`src/rtl/alu_pkg.sv`:
```
// Shared types and constants for the UART ALU command path.
// The response serializer is expected to reuse this package.
package alu_pkg;

  typedef enum logic [1:0] {
    OP_ADD = 2'd0,
    OP_MUL = 2'd1,
    OP_DIV = 2'd2
  } op_e;

  typedef enum logic [1:0] {
    HDR   = 2'd0,
    OPND  = 2'd1,
    EMIT  = 2'd2,
    DRAIN = 2'd3
  } state_e;

  localparam logic [7:0]  OpcAdd    = 8'hAD;
  localparam logic [7:0]  OpcMul    = 8'h63;
  localparam logic [7:0]  OpcDiv    = 8'h5B;
  localparam int unsigned HdrBytes  = 4;
  localparam int unsigned WordBytes = 4;
  localparam logic [15:0] MinLen    = 16'd12;
  localparam logic [15:0] DivLen    = 16'd12;

  // Map a raw opcode byte onto the ALU operation; unknown bytes map to add
  // but are rejected by hdr_valid before they can be used.
  function automatic op_e opc_to_op(input logic [7:0] opc);
    op_e op;
    case (opc)
      OpcMul:  op = OP_MUL;
      OpcDiv:  op = OP_DIV;
      default: op = OP_ADD;
    endcase
    return op;
  endfunction

  // A header is accepted only for a known opcode with a word-aligned length
  // inside [MinLen, max_len]; divide always carries exactly two operands.
  function automatic logic hdr_valid(input logic [7:0]  opc,
                                     input logic [15:0] len,
                                     input logic [15:0] max_len);
    logic known;
    known = (opc == OpcAdd) || (opc == OpcMul) || (opc == OpcDiv);
    return known && (len[1:0] == 2'b00) && (len >= MinLen) && (len <= max_len)
           && ((opc != OpcDiv) || (len == DivLen));
  endfunction

endpackage

```
`src/rtl/alu_cmd_parser.sv`:
```
// Receive-side command decoder: parses the 4-byte header from the UART byte
// stream, assembles little-endian 32-bit operands for the ALU core and
// discards the payload of malformed commands so framing is preserved.
module alu_cmd_parser
  import alu_pkg::*;
#(
  parameter logic [15:0] MaxLen = 16'd1024
) (
  input  logic        clk_i,
  input  logic        rst_ni,
  input  logic [7:0]  rx_tdata_i,
  input  logic        rx_tvalid_i,
  output logic        rx_tready_o,
  output op_e         op_o,
  output logic [31:0] operand_o,
  output logic        operand_valid_o,
  input  logic        operand_ready_i,
  output logic        operand_first_o,
  output logic        operand_last_o,
  output logic        err_o,
  output logic        busy_o
);

  state_e      state_q, state_d;
  logic [1:0]  hdr_cnt_q, hdr_cnt_d;
  logic [7:0]  hdr_b0_q, hdr_b0_d;
  logic [7:0]  hdr_b2_q, hdr_b2_d;
  logic [1:0]  byte_cnt_q, byte_cnt_d;
  logic [23:0] shift_q, shift_d;
  logic [31:0] operand_q, operand_d;
  op_e         op_q, op_d;
  logic [13:0] n_q, n_d;
  logic [13:0] idx_q, idx_d;
  logic [15:0] drain_q, drain_d;
  logic        valid_q, valid_d;
  logic        first_q, first_d;
  logic        last_q, last_d;
  logic        err_q, err_d;
  logic        rdy_q, rdy_d;
  logic        busy_q, busy_d;

  logic        hs_s;
  logic [15:0] len_s;
  logic [15:0] len_m4_s;
  logic        hdr_ok_s;

  // Length is completed by the incoming 4th header byte (high byte).
  assign hs_s     = rx_tvalid_i & rdy_q;
  assign len_s    = {rx_tdata_i, hdr_b2_q};
  assign len_m4_s = (len_s >= 16'd4) ? (len_s - 16'd4) : 16'd0;
  assign hdr_ok_s = hdr_valid(hdr_b0_q, len_s, MaxLen);

  // Next-state logic for the header/operand/emit/drain FSM and its datapath.
  always_comb begin
    state_d    = state_q;
    hdr_cnt_d  = hdr_cnt_q;
    hdr_b0_d   = hdr_b0_q;
    hdr_b2_d   = hdr_b2_q;
    byte_cnt_d = byte_cnt_q;
    shift_d    = shift_q;
    operand_d  = operand_q;
    op_d       = op_q;
    n_d        = n_q;
    idx_d      = idx_q;
    drain_d    = drain_q;
    valid_d    = valid_q;
    first_d    = first_q;
    last_d     = last_q;
    err_d      = 1'b0;

    case (state_q)
      HDR: begin
        if (hs_s) begin
          case (hdr_cnt_q)
            2'd0:    hdr_b0_d = rx_tdata_i;
            2'd2:    hdr_b2_d = rx_tdata_i;
            default: hdr_b0_d = hdr_b0_q;
          endcase
          if (hdr_cnt_q == 2'(HdrBytes - 1)) begin
            hdr_cnt_d = 2'd0;
            if (hdr_ok_s) begin
              op_d       = opc_to_op(hdr_b0_q);
              n_d        = len_m4_s[15:2];
              idx_d      = 14'd0;
              byte_cnt_d = 2'd0;
              state_d    = OPND;
            end else begin
              err_d   = 1'b1;
              drain_d = len_m4_s;
              state_d = (len_m4_s != 16'd0) ? DRAIN : HDR;
            end
          end else begin
            hdr_cnt_d = hdr_cnt_q + 2'd1;
          end
        end else begin
          hdr_cnt_d = hdr_cnt_q;
        end
      end
      OPND: begin
        if (hs_s) begin
          // Bytes arrive LSB first, so shift right and enter at the top.
          shift_d = {rx_tdata_i, shift_q[23:8]};
          if (byte_cnt_q == 2'(WordBytes - 1)) begin
            operand_d  = {rx_tdata_i, shift_q};
            valid_d    = 1'b1;
            first_d    = (idx_q == 14'd0);
            last_d     = (idx_q == (n_q - 14'd1));
            byte_cnt_d = 2'd0;
            state_d    = EMIT;
          end else begin
            byte_cnt_d = byte_cnt_q + 2'd1;
          end
        end else begin
          byte_cnt_d = byte_cnt_q;
        end
      end
      EMIT: begin
        if (valid_q && operand_ready_i) begin
          valid_d = 1'b0;
          first_d = 1'b0;
          last_d  = 1'b0;
          if (last_q) begin
            state_d = HDR;
          end else begin
            idx_d   = idx_q + 14'd1;
            state_d = OPND;
          end
        end else begin
          valid_d = valid_q;
        end
      end
      DRAIN: begin
        if (hs_s) begin
          drain_d = drain_q - 16'd1;
          state_d = (drain_q == 16'd1) ? HDR : DRAIN;
        end else begin
          drain_d = drain_q;
        end
      end
      default: begin
        state_d = HDR;
      end
    endcase

    // Outputs are registered, so they are computed from the next state.
    rdy_d  = (state_d != EMIT);
    busy_d = (state_d != HDR) || (hdr_cnt_d != 2'd0);
  end

  // State, datapath and registered-output flops; reset aborts any command.
  always_ff @(posedge clk_i or negedge rst_ni) begin
    if (!rst_ni) begin
      state_q    <= HDR;
      hdr_cnt_q  <= 2'd0;
      hdr_b0_q   <= 8'd0;
      hdr_b2_q   <= 8'd0;
      byte_cnt_q <= 2'd0;
      shift_q    <= 24'd0;
      operand_q  <= 32'd0;
      op_q       <= OP_ADD;
      n_q        <= 14'd0;
      idx_q      <= 14'd0;
      drain_q    <= 16'd0;
      valid_q    <= 1'b0;
      first_q    <= 1'b0;
      last_q     <= 1'b0;
      err_q      <= 1'b0;
      rdy_q      <= 1'b0;
      busy_q     <= 1'b0;
    end else begin
      state_q    <= state_d;
      hdr_cnt_q  <= hdr_cnt_d;
      hdr_b0_q   <= hdr_b0_d;
      hdr_b2_q   <= hdr_b2_d;
      byte_cnt_q <= byte_cnt_d;
      shift_q    <= shift_d;
      operand_q  <= operand_d;
      op_q       <= op_d;
      n_q        <= n_d;
      idx_q      <= idx_d;
      drain_q    <= drain_d;
      valid_q    <= valid_d;
      first_q    <= first_d;
      last_q     <= last_d;
      err_q      <= err_d;
      rdy_q      <= rdy_d;
      busy_q     <= busy_d;
    end
  end

  assign rx_tready_o     = rdy_q;
  assign op_o            = op_q;
  assign operand_o       = operand_q;
  assign operand_valid_o = valid_q;
  assign operand_first_o = first_q;
  assign operand_last_o  = last_q;
  assign err_o           = err_q;
  assign busy_o          = busy_q;

endmodule

```
`config.mk`:
```
export PLATFORM = sky130hd
export DESIGN_NAME = alu_cmd_parser
export DESIGN_NICKNAME = d
export VERILOG_FILES = /design/src/rtl/alu_pkg.sv /design/src/rtl/alu_cmd_parser.sv
export SDC_FILE = /design/constraint.sdc
export NUM_CORES = 1
export LEC_CHECK = 0
export CAP_MARGIN = 20
export CORE_UTILIZATION = 40
export CTS_BUF_LIST = sky130_fd_sc_hd__clkbuf_8
export DETAILED_ROUTE_END_ITERATION = 8
export PLACE_DENSITY = 0.57
export SYNTH_ARGS = -nofsm -noshare
export SYNTH_HDL_FRONTEND = slang
export SYNTH_SLANG_ARGS = --single-unit
```
`constraint.sdc`:
```
create_clock -name clk_i -period 3.4 [get_ports clk_i]
set_input_delay 0.68 -clock clk_i [delete_from_list [all_inputs] [get_ports clk_i]]
set_output_delay 0.68 -clock clk_i [all_outputs]
set_load 0.005 [all_outputs]
```
# After elaboration in Yosys (flattened, before gate mapping)
# Index checks and enable logic that the tools add are counted.
classes:
  n_addsub: 6
  order_cmp: 3
  n_mux: 47
  reduce_logical: 29
  n_eq_ne: 23
  n_bitwise: 1
ops:
  columns: ["cell", "count"]
  rows:
  - ["16-bit two-way mux", 5]
  - ["14-bit two-way mux", 5]
  - ["2-bit two-way mux", 17]
  - ["16-bit one-hot mux with 2 select lines", 1]
  - ["14-bit one-hot mux with 2 select lines", 1]
  - ["2-bit != test, second input constant", 10]
  - ["16-bit by 1-bit == test with 1-bit output, second input constant", 1]
  - ["16-bit by 4-bit == test with 1-bit output, second input constant", 1]
  - ["8-bit by 7-bit == test with 1-bit output, second input constant", 2]
  - ["16-bit by 3-bit >= comparator with 1-bit output, second input constant", 1]
  - ["16-bit by 4-bit >= comparator with 1-bit output, second input constant", 1]
  - ["16-bit by 11-bit less-or-equal comparator with 1-bit output, second input constant", 1]
  - ["16-bit nonzero test", 1]
  - ["16-bit by 1-bit subtractor with 16-bit output, second input constant", 1]
  - ["16-bit by 3-bit subtractor with 16-bit output, second input constant", 1]
  - ["14-bit by 1-bit adder with 14-bit output, second input constant", 1]
  - ["14-bit == test", 1]
  - ["14-bit logical NOT", 1]
  - ["14-bit by 1-bit subtractor with 14-bit output, second input constant", 1]
  - ["1-bit two-way mux", 12]
  - ["2-bit nonzero test", 6]
  - ["2-bit == test, second input constant", 5]
  - ["5-bit AND reduction", 2]
  - ["3-bit AND reduction", 3]
  - ["14 further kinds", 28]
totals:
  in_bits: 12
  elab_cells: 126
  reg_bits: 130
  out_inout_bits: 40

# Depth between registers and ports, before layout
# Gate-level depths: netlist of the first run.
depth:
  ltp_word: 13
  depth_mapped: 11
  depth_no_buf: 9

# Least setup slack after synthesis of the first run
# No wires, ideal clock.
synth_path:
  path_kind: "input to register"
  startpoint: "in rx_tdata_i[5]"
  endpoint: "reg idx_q[7]"
  path_buffers: 2
  stages: 8
  t_arrival_ns: 2.986
  t_required_ns: 3.322
  slack_ns: 0.336
  path_cell_list: "buf_6 > or4_4 > or4b_4 > a211oi_2 > a21oi_2 > buf_6 > or4_1 > a21oi_1"
synth_via:
  elab_chain_cells: 6
synth_lines:
  columns: ["element", "line", "rtl"]
  rows:
  - ["from (decl)", "alu_cmd_parser.sv:11", "input logic [7:0] rx_tdata_i,"]
  - ["16-bit by 4-bit >= comparator with 1-bit output", "alu_pkg.sv:45", "return known && (len[1:0] == 2'b00) && (len >= MinLen) && (len <= max_len)"]
  - ["1-bit logical AND (2 in series)", "alu_pkg.sv:45", null]
  - ["1-bit logical AND (*)", "alu_pkg.sv:46", "&& ((opc != OpcDiv) || (len == DivLen));"]
  - ["2-bit != test (no source line) (*)", null, null]
  - ["6-bit AND reduction (no source line) (*)", null, null]
  - ["to (signal assigned)", "alu_cmd_parser.sv:180", "idx_q <= idx_d;"]
  - ["to (decl)", "alu_cmd_parser.sv:33", "logic [13:0] idx_q, idx_d;"]
# Every way passes the cells marked *; elsewhere a longest branch is shown, timed or not.
# A chain may end at the register's enable or synchronous reset.

# Worst setup path in the final report of the first run
layout_path:
  startpoint: "reg hdr_b2_q[3]"
  endpoint: "reg idx_q[6]"
layout_via:
  elab_chain_cells: 6
layout_lines:
  columns: ["element", "line", "rtl"]
  rows:
  - ["from (decl)", "alu_cmd_parser.sv:27", "logic [7:0] hdr_b2_q, hdr_b2_d;"]
  - ["from (signal assigned)", "alu_cmd_parser.sv:174", "hdr_b2_q <= hdr_b2_d;"]
  - ["16-bit by 4-bit >= comparator with 1-bit output", "alu_pkg.sv:45", null]
  - ["1-bit logical AND (2 in series)", "alu_pkg.sv:45", null]
  - ["1-bit logical AND (*)", "alu_pkg.sv:46", null]
  - ["2-bit != test (no source line) (*)", null, null]
  - ["6-bit AND reduction (no source line) (*)", null, null]
# Marked as above.

==> metrics.txt, run 1 <==
# TYPE chip_impl_metric gauge
chip_impl_info{name="timing.critical_path.from",value="hdr_b2_q[3]"} 1
chip_impl_info{name="layout_common_cells",value="nand2_1, dfrtp_1, clkdlybuf4s50_1"} 1
chip_impl_info{name="tritoncts",value="yes"} 1
chip_impl_metric{name="timing.final.crit_share",unit=""} 0.869
chip_impl_metric{name="hold_ws",unit="ns"} 0.281
chip_impl_metric{name="dr.first_iter.drc_count",unit=""} 351
chip_impl_metric{name="timing.max_slew.rel_slack",unit=""} 0.387
chip_impl_metric{name="dieArea",unit="mm²"} 0.0172
chip_impl_metric{name="route.vias.total",unit=""} 5726
chip_impl_metric{name="floorplan.io_pins",unit=""} 52
chip_impl_metric{name="synth_async_sr_flop_share",unit=""} 1.00
chip_impl_metric{name="synth_simple_gate_area_share",unit=""} 0.266
chip_impl_metric{name="postLayoutSetupSlackWorst",unit="ns"} 0.446
chip_impl_info{name="layout.cells.most_common",value="nand2_1"} 1
chip_impl_info{name="critical_path.startpoint_type",value="register"} 1
chip_impl_info{name="ctsRootBufferMaster",value="clkbuf_8"} 1
chip_impl_metric{name="routed_wire_length",unit="µm"} 17700
chip_impl_metric{name="wirelength_per_cell",unit="µm"} 16.8
chip_impl_metric{name="synth_sequential_area_ratio",unit=""} 0.487
chip_impl_metric{name="via_count_of_the_first_global_routing_pass",unit=""} 5766
chip_impl_metric{name="clkLatencyLatePin",unit="ns"} 0.46
chip_impl_info{name="outcome",value="complete, no violations"} 1
chip_impl_info{name="critPathSlowestCell",value="or4b_1"} 1
chip_impl_metric{name="cts_inserted_buffers",unit=""} 17
chip_impl_metric{name="finalNonFillerCells",unit=""} 1055
chip_impl_metric{name="grt_antenna_before_repair",unit=""} 0
chip_impl_metric{name="post_cts_resized",unit=""} 0
chip_impl_metric{name="antenna_violating_nets_post_route",unit=""} 0
chip_impl_metric{name="insertedDiodeCount",unit=""} 0
chip_impl_metric{name="synth_top_cell_area_share",unit=""} 0.487
chip_impl_metric{name="final_critical_period",unit="ns"} 2.95
chip_impl_metric{name="synthMuxAreaShare",unit=""} 0.0333
chip_impl_metric{name="max_clock_freq",unit="GHz"} 0.339
chip_impl_metric{name="post-place-cells",unit=""} 1023
chip_impl_metric{name="die_h",unit="µm"} 131
chip_impl_metric{name="syn-mean-instance-area",unit="µm²"} 8.90
chip_impl_metric{name="final-setup-viol-count",unit=""} 0
chip_impl_metric{name="syn_to_final_growth",unit="%"} 20.4
chip_impl_metric{name="finClkSkew",unit="ns"} 0.0151
chip_impl_metric{name="worst-endpoint-required",unit="ns"} 3.78
chip_impl_metric{name="leakagePower",unit="nW"} 3.70
chip_impl_info{name="synth_ff_type",value="dfrtp_1"} 1
chip_impl_metric{name="post_dp_hpwl",unit="µm"} 12800
chip_impl_info{name="synth_top_cells_by_area",value="dfrtp_1, nand2_1, mux2_2"} 1
chip_impl_metric{name="synth-compound-area-share",unit=""} 0.118
chip_impl_metric{name="finalHoldViolations",unit=""} 0
chip_impl_metric{name="power_density",unit="mW/mm²"} 710
chip_impl_info{name="combinational_family_with_the_most_area_after_synthesis",value="simple AND/OR/NAND/NOR gates"} 1
chip_impl_metric{name="grtUsageTotal",unit=""} 0.218
chip_impl_metric{name="synth_edf_count",unit=""} 0
chip_impl_metric{name="synth.net_count",unit=""} 775
chip_impl_metric{name="globalRoute.totalOverflow",unit=""} 0
chip_impl_metric{name="core_region_area",unit="mm²"} 0.0161
chip_impl_metric{name="nets",unit=""} 850
chip_impl_metric{name="critPathMaxFanout",unit=""} 8
chip_impl_info{name="library_cell_with_the_largest_summed_area_after_synthesis",value="dfrtp_1"} 1
chip_impl_metric{name="synth_warnings",unit=""} 0
chip_impl_metric{name="cts.htree.levels",unit=""} 4
chip_impl_metric{name="crit_arrival",unit="ns"} 3.34
chip_impl_metric{name="worst_pin_slew",unit="ns"} 0.912
chip_impl_metric{name="pre_cts_slack",unit="ns"} -0.0313
chip_impl_metric{name="place.port_buffers",unit=""} 51
chip_impl_metric{name="final-max-slew-violation-count",unit=""} 0
chip_impl_metric{name="synthCells",unit=""} 751
chip_impl_metric{name="post_route_cells_drive_above_1_share",unit=""} 0.120
chip_impl_metric{name="clock_sink_count",unit=""} 130
chip_impl_metric{name="post_synth_num_cell_types",unit=""} 56
chip_impl_metric{name="syn-cell-area",unit="mm²"} 0.00668
chip_impl_metric{name="num_rows",unit=""} 46
chip_impl_metric{name="cts_post_setup_buffers_inserted",unit=""} 0
chip_impl_metric{name="clock_transition_at_the_registers_of_the_reported_paths",unit="ns"} 0.08
chip_impl_info{name="critPathKind",value="reg2reg"} 1
chip_impl_info{name="worstReg2RegStart",value="hdr_b2_q[3]"} 1
chip_impl_metric{name="remaining_drc_errors",unit=""} 0
chip_impl_metric{name="viasPerCell",unit=""} 5.43
chip_impl_metric{name="synth_seq_cells",unit=""} 130
chip_impl_metric{name="die_width",unit="µm"} 131
chip_impl_metric{name="peak_per_stage_delay_on_the_critical_path",unit="ns"} 0.47
chip_impl_metric{name="floorplan.initialDensity",unit=""} 0.415
chip_impl_metric{name="firstDrtPassIters",unit=""} 5
chip_impl_metric{name="grt_pass1_wl",unit="µm"} 29800
chip_impl_metric{name="vdd_ir_drop_max",unit="mV"} 0.373
chip_impl_info{name="rsz0062_at_grt",value="no"} 1
chip_impl_info{name="worstSetupEndpointType",value="register"} 1
chip_impl_info{name="min_path_type",value="in2async"} 1
chip_impl_metric{name="yosys.area_share.xor_xnor",unit=""} 0.0393
chip_impl_metric{name="synth_fa_ha_area_frac",unit=""} 0.0225
chip_impl_metric{name="globalplace.congestion",unit=""} 0.884
chip_impl_metric{name="cts_hold_buffers",unit=""} 0
chip_impl_metric{name="grt_max_degree",unit=""} 57
chip_impl_metric{name="fillCellCount",unit=""} 1569
chip_impl_metric{name="clockBufferDepth",unit=""} 2
chip_impl_info{name="path_cells",value="inv_1, ha_1, or4b_1, or2_1, a221oi_4, a21oi_2, buf_4, or3_1, a21oi_1"} 1
chip_impl_metric{name="max_cap_viol_count",unit=""} 0
[worst max-delay path: cells and delay by family, from the launching register on]
family,cells,cell delay (ns)
buffers and inverters,2,0.30
adder cells (fa/ha/maj),1,0.24
AO/OA/AOI/OAI,3,0.79
flip-flops,1,0.45
AND/OR/NAND/NOR,3,1.10
[cells by family after synthesis]
kind of cell    after synthesis
flops                       130
compound gates              121
buf+inv                      55
simple gates                383
fa+ha+maj                    12
xor+xnor                     30
mux                          20
[where the power goes]
part	internal [W]	leakage (nW)	switching (W)	total (W)
registers	0.00202	1.68	0.000438	0.00246
clock network	0.000693	0.214	0.000737	0.00143
logic	0.000875	1.81	0.000949	0.00182
total	0.00359	3.70	0.00212	0.00571
[area by class of cell]
type                    count  area, µm²  share of cell area
flip-flops and latches    130       3250               0.404
multi-input cells         566       3200               0.398
repair buffers             91        821               0.102
well taps                 216        270              0.0336
clock buffers              17        234              0.0291
clock inverters            15        188              0.0233
inverters                  20       75.1             0.00933
[path summary, 6_finish.rpt]
check	end	slack (ns)	depth (start not counted)
max	idx_q[6]	0.45	9
max reg2reg	idx_q[6]	0.45	9
min	n_q[11]	0.28	1
min reg2reg	operand_o[2]	0.48	2
min in group clk_i	operand_o[2]	0.48	2
max in group asynchronous	n_q[5]	2.22	2
[per-stage QoR]
stage               area, µm²  TNS, ns  power, W  utilization
finish                   8040        0   0.00571        0.499
global route             8040        0   0.00609        0.499
CTS                      8040        0   0.00575        0.499
detailed placement       7620  -0.0313   0.00431        0.473
global placement         7620        0   0.00425        0.473
floorplan                6680        0   0.00347            -
[per-layer routing]
metal | vias up | wire (µm) | GRT usage
li1 | 2764 | - | -
met1 | 2799 | 8400 | 0.297
met2 | 141 | 8350 | 0.347
met3 | 22 | 621 | 0.0374
met4 | 0 | 316 | 0.0784
met5 | - | 0 | 0
[state kept, by name (all words and copies together) (netlist names)]
name	count
operand_o	32
err_o	1
state_q	2
idx_q	14
hdr_cnt_q	2
n_q	14
operand_valid_o	1
rx_tready_o	1
hdr_b2_q	8
op_o	2
byte_cnt_q	2
shift_q	24
busy_o	1
operand_last_o	1
hdr_b0_q	8
operand_first_o	1
drain_q	16
[synth_stat cells, types with 13 or more instances]
master and number:
o21ai_0 39, nand3_1 22, clkbuf_1 30, inv_1 18, a21oi_1 25, dfrtp_1 130, nor3_1 16, nand4_1 14
nor2_1 40, mux2_2 18, nand2_1 214, xor2_1 13, xnor2_1 17
Note: power is estimated with default switching activity, not from simulation.
==> run 2: changes to the inputs <==
- ABC_AREA: default -> 1
- PLACE_DENSITY: 0.57 -> 0.59
- clock period: 3.4 -> 2.7 ns (I/O delays scaled with it)
==> metrics.txt, run 2 <==
# TYPE chip_impl_metric gauge
chip_impl_metric{name="max_clock_freq",unit="GHz"} 0.429
chip_impl_info{name="synth_top_cells_by_area",value="dfrtp_1, nand2_1, o21ai_0"} 1
chip_impl_metric{name="synth_simple_gate_area_share",unit=""} 0.280
chip_impl_metric{name="power_density",unit="mW/mm²"} 1010
chip_impl_metric{name="clock_transition_at_the_registers_of_the_reported_paths",unit="ns"} 0.08
chip_impl_info{name="library_cell_with_the_largest_summed_area_after_synthesis",value="dfrtp_1"} 1
chip_impl_metric{name="grtUsageTotal",unit=""} 0.203
chip_impl_info{name="critPathKind",value="reg2reg"} 1
chip_impl_metric{name="antenna_violating_nets_post_route",unit=""} 0
chip_impl_metric{name="worst-endpoint-required",unit="ns"} 3.03
chip_impl_metric{name="dieArea",unit="mm²"} 0.0181
chip_impl_metric{name="synth_warnings",unit=""} 0
chip_impl_info{name="synth_ff_type",value="dfrtp_1"} 1
chip_impl_info{name="ctsRootBufferMaster",value="clkbuf_8"} 1
chip_impl_metric{name="yosys.area_share.xor_xnor",unit=""} 0.0437
chip_impl_info{name="synth_common_cells",value="nand2_1, dfrtp_1, o21ai_0"} 1
chip_impl_metric{name="fillCellCount",unit=""} 1724
chip_impl_metric{name="leakagePower",unit="nW"} 3.96
chip_impl_metric{name="routed_wire_length",unit="µm"} 16800
chip_impl_info{name="crit-reg2reg-capture",value="n_q[7]"} 1
chip_impl_info{name="yosys.cell_count.top_type",value="nand2_1"} 1
chip_impl_info{name="worstReg2RegStart",value="hdr_b2_q[2]"} 1
chip_impl_metric{name="finish.utilization",unit=""} 0.486
chip_impl_metric{name="synthMuxAreaShare",unit=""} 0
chip_impl_metric{name="route.vias.total",unit=""} 5834
chip_impl_metric{name="cts_post_setup_buffers_inserted",unit=""} 0
chip_impl_info{name="failed_checks",value="design-rule violations"} 1
chip_impl_info{name="tritoncts",value="yes"} 1
chip_impl_metric{name="syn_to_final_growth",unit="%"} 19.2
chip_impl_metric{name="dr.first_iter.drc_count",unit=""} 371
chip_impl_metric{name="timing.final.crit_share",unit=""} 0.863
chip_impl_metric{name="final-max-slew-violation-count",unit=""} 0
chip_impl_metric{name="postPlaceCellArea",unit="mm²"} 0.00791
chip_impl_metric{name="viasPerCell",unit=""} 4.89
chip_impl_metric{name="post_route_cells_drive_above_1_share",unit=""} 0.116
chip_impl_metric{name="final.setup.tns",unit="ns"} 0
chip_impl_metric{name="max_ffs_per_register",unit=""} 32
chip_impl_metric{name="synth_sequential_area_ratio",unit=""} 0.464
chip_impl_metric{name="firstDrtPassIters",unit=""} 7
chip_impl_metric{name="syn-mean-instance-area",unit="µm²"} 7.96
chip_impl_metric{name="final-setup-viol-count",unit=""} 0
chip_impl_metric{name="post_cts_resized",unit=""} 0
chip_impl_metric{name="synth-compound-area-share",unit=""} 0.120
chip_impl_metric{name="globalRoute.totalOverflow",unit=""} 0
chip_impl_metric{name="floorplan.initialDensity",unit=""} 0.408
chip_impl_info{name="worstSetupEndpointType",value="register"} 1
chip_impl_metric{name="cts_hold_buffers",unit=""} 0
chip_impl_metric{name="finalInstanceArea",unit="mm²"} 0.00835
chip_impl_metric{name="num_rows",unit=""} 48
chip_impl_info{name="rsz0062_at_grt",value="no"} 1
chip_impl_metric{name="finalHoldViolations",unit=""} 0
chip_impl_metric{name="floorplan.io_pins",unit=""} 52
chip_impl_metric{name="timing.max_slew.rel_slack",unit=""} 0.447
chip_impl_info{name="layout.cells.most_common",value="nand2_1"} 1
chip_impl_metric{name="post_synth_num_cell_types",unit=""} 45
chip_impl_info{name="min_path_type",value="in2async"} 1
chip_impl_metric{name="crit_arrival",unit="ns"} 2.66
chip_impl_metric{name="remaining_drc_errors",unit=""} 1
chip_impl_metric{name="die_width",unit="µm"} 134
chip_impl_info{name="critical_path.startpoint_type",value="register"} 1
chip_impl_metric{name="synth_seq_cells",unit=""} 130
chip_impl_metric{name="clockBufferDepth",unit=""} 2
chip_impl_metric{name="grt_antenna_before_repair",unit=""} 0
chip_impl_metric{name="synth.net_count",unit=""} 905
chip_impl_metric{name="nets",unit=""} 980
chip_impl_metric{name="globalplace.congestion",unit=""} 0.892
chip_impl_metric{name="synth_async_sr_flop_share",unit=""} 1.00
chip_impl_metric{name="ff2ff_path_depth",unit=""} 11
chip_impl_metric{name="max_cap_viol_count",unit=""} 0
chip_impl_metric{name="r2r_setup_slack",unit="ns"} 0.37
chip_impl_metric{name="place.port_buffers",unit=""} 51
chip_impl_metric{name="finClkSkew",unit="ns"} 0.0154
chip_impl_info{name="combinational_family_with_the_most_area_after_synthesis",value="simple AND/OR/NAND/NOR gates"} 1
chip_impl_metric{name="via_count_of_the_first_global_routing_pass",unit=""} 5540
chip_impl_metric{name="vdd_ir_drop_max",unit="mV"} 0.476
chip_impl_metric{name="syn-cell-area",unit="mm²"} 0.00701
chip_impl_metric{name="synth_fa_ha_area_frac",unit=""} 0.0214
chip_impl_metric{name="clock_sink_count",unit=""} 130
chip_impl_metric{name="synthCells",unit=""} 881
chip_impl_metric{name="worst_pin_slew",unit="ns"} 0.828
chip_impl_info{name="outcome",value="complete, but fails checks"} 1
chip_impl_metric{name="critPathMaxFanout",unit=""} 25
chip_impl_metric{name="post_dp_hpwl",unit="µm"} 12500
chip_impl_metric{name="insertedDiodeCount",unit=""} 0
chip_impl_metric{name="grt_pass1_wl",unit="µm"} 28500
chip_impl_metric{name="final_critical_period",unit="ns"} 2.33
chip_impl_metric{name="cts.htree.levels",unit=""} 4
chip_impl_metric{name="clkLatencyLatePin",unit="ns"} 0.45
chip_impl_info{name="layout_common_cells",value="nand2_1, dfrtp_1, o21ai_0"} 1
chip_impl_metric{name="wirelength_per_cell",unit="µm"} 14.1
chip_impl_metric{name="synth_edf_count",unit=""} 0
chip_impl_metric{name="synth_top_cell_area_share",unit=""} 0.464
chip_impl_metric{name="grt_max_degree",unit=""} 58
chip_impl_metric{name="core_region_area",unit="mm²"} 0.0172
chip_impl_metric{name="cts_inserted_buffers",unit=""} 17
chip_impl_metric{name="die_h",unit="µm"} 134
run 2: cell count changes in the layout (fill, tap and decap cells not counted), moves of 14 or more:
| cell | previous run | this run |
|---|---|---|
| inv_1 | 18 | 79 |
| o21ai_0 | 39 | 86 |
| nand3_1 | 22 | 66 |
| nand2_1 | 214 | 257 |
| nor2_1 | 40 | 68 |
| mux2_2 | 18 | 0 |
| o21ai_1 | 0 | 14 |
run 2: power breakdown:
group	switching [W]	internal [W]	leakage [nW]
clock	0.000809	0.00106	0.227
combinational	0.00184	0.00136	2.06
sequential	0.000665	0.00268	1.68
total	0.00332	0.00510	3.96
run 2: cell families (layout without fill, tap and decap cells):
logic type | count (synthesis) | count (layout)
AOI/OAI and AO/OA | 144 | 144
xor gates and xnor gates | 35 | 35
adders and majority gates | 12 | 12
buffers and inverters | 114 | 202
DFF | 130 | 130
and+or+nand+nor | 446 | 446
run 2: per-stage QoR:
step | instances | hold slack [ns] | power [W] | worst slack (ns)
floorplan | 881 | 0.244 | 0.00548 | 0.757
global placement | 1162 | 0.454 | 0.00655 | 0.0700
detailed placement | 1162 | 0.457 | 0.00661 | 0.0100
CTS | 1194 | 0.0206 | 0.00849 | 0.386
global route | 1194 | 0.0331 | 0.00914 | 0.151
finish | 1194 | 0.0297 | 0.00841 | 0.370
run 2: cell type report:
type	count	area, µm²	area share
flip-flops and latches	130	3250	0.389
repair buffers	84	785	0.0939
multi-input cells	637	3260	0.391
well taps	225	282	0.0337
inverters	86	323	0.0386
clock inverters	13	185	0.0222
clock buffers	19	262	0.0313
run 2: metal layers:
| metal | wire, µm | vias up | track usage |
|---|---|---|---|
| li1 | - | 3009 | - |
| met1 | 8450 | 2714 | 0.288 |
| met2 | 7580 | 96 | 0.308 |
| met3 | 503 | 15 | 0.0397 |
| met4 | 257 | 0 | 0.0705 |
| met5 | 0 | - | 0 |
run 2: worst max path at each step:
stage	endpoint	startpoint	cells after the start
after detailed placement	busy_o	rx_tdata_i[1]	13
after global placement	busy_o	rx_tdata_i[1]	13
after CTS	busy_o	hdr_b2_q[2]	13
final	n_q[7]	hdr_b2_q[2]	11
after floorplan	op_o[1]	hdr_b2_q[2]	12
after global routing	busy_o	hdr_b2_q[2]	13
run 2: worst max-delay path: stages (launching register included):
cell and delay, ns:
dfrtp_1 0.44, inv_1 0.18, ha_1 0.25, nand2_2 0.12
nor2_4 0.14, nand3_1 0.07, nand2_1 0.11, nand4_4 0.18
a21boi_4 0.27, nand2_4 0.23, nand2_1 0.15, o21ai_2 0.06
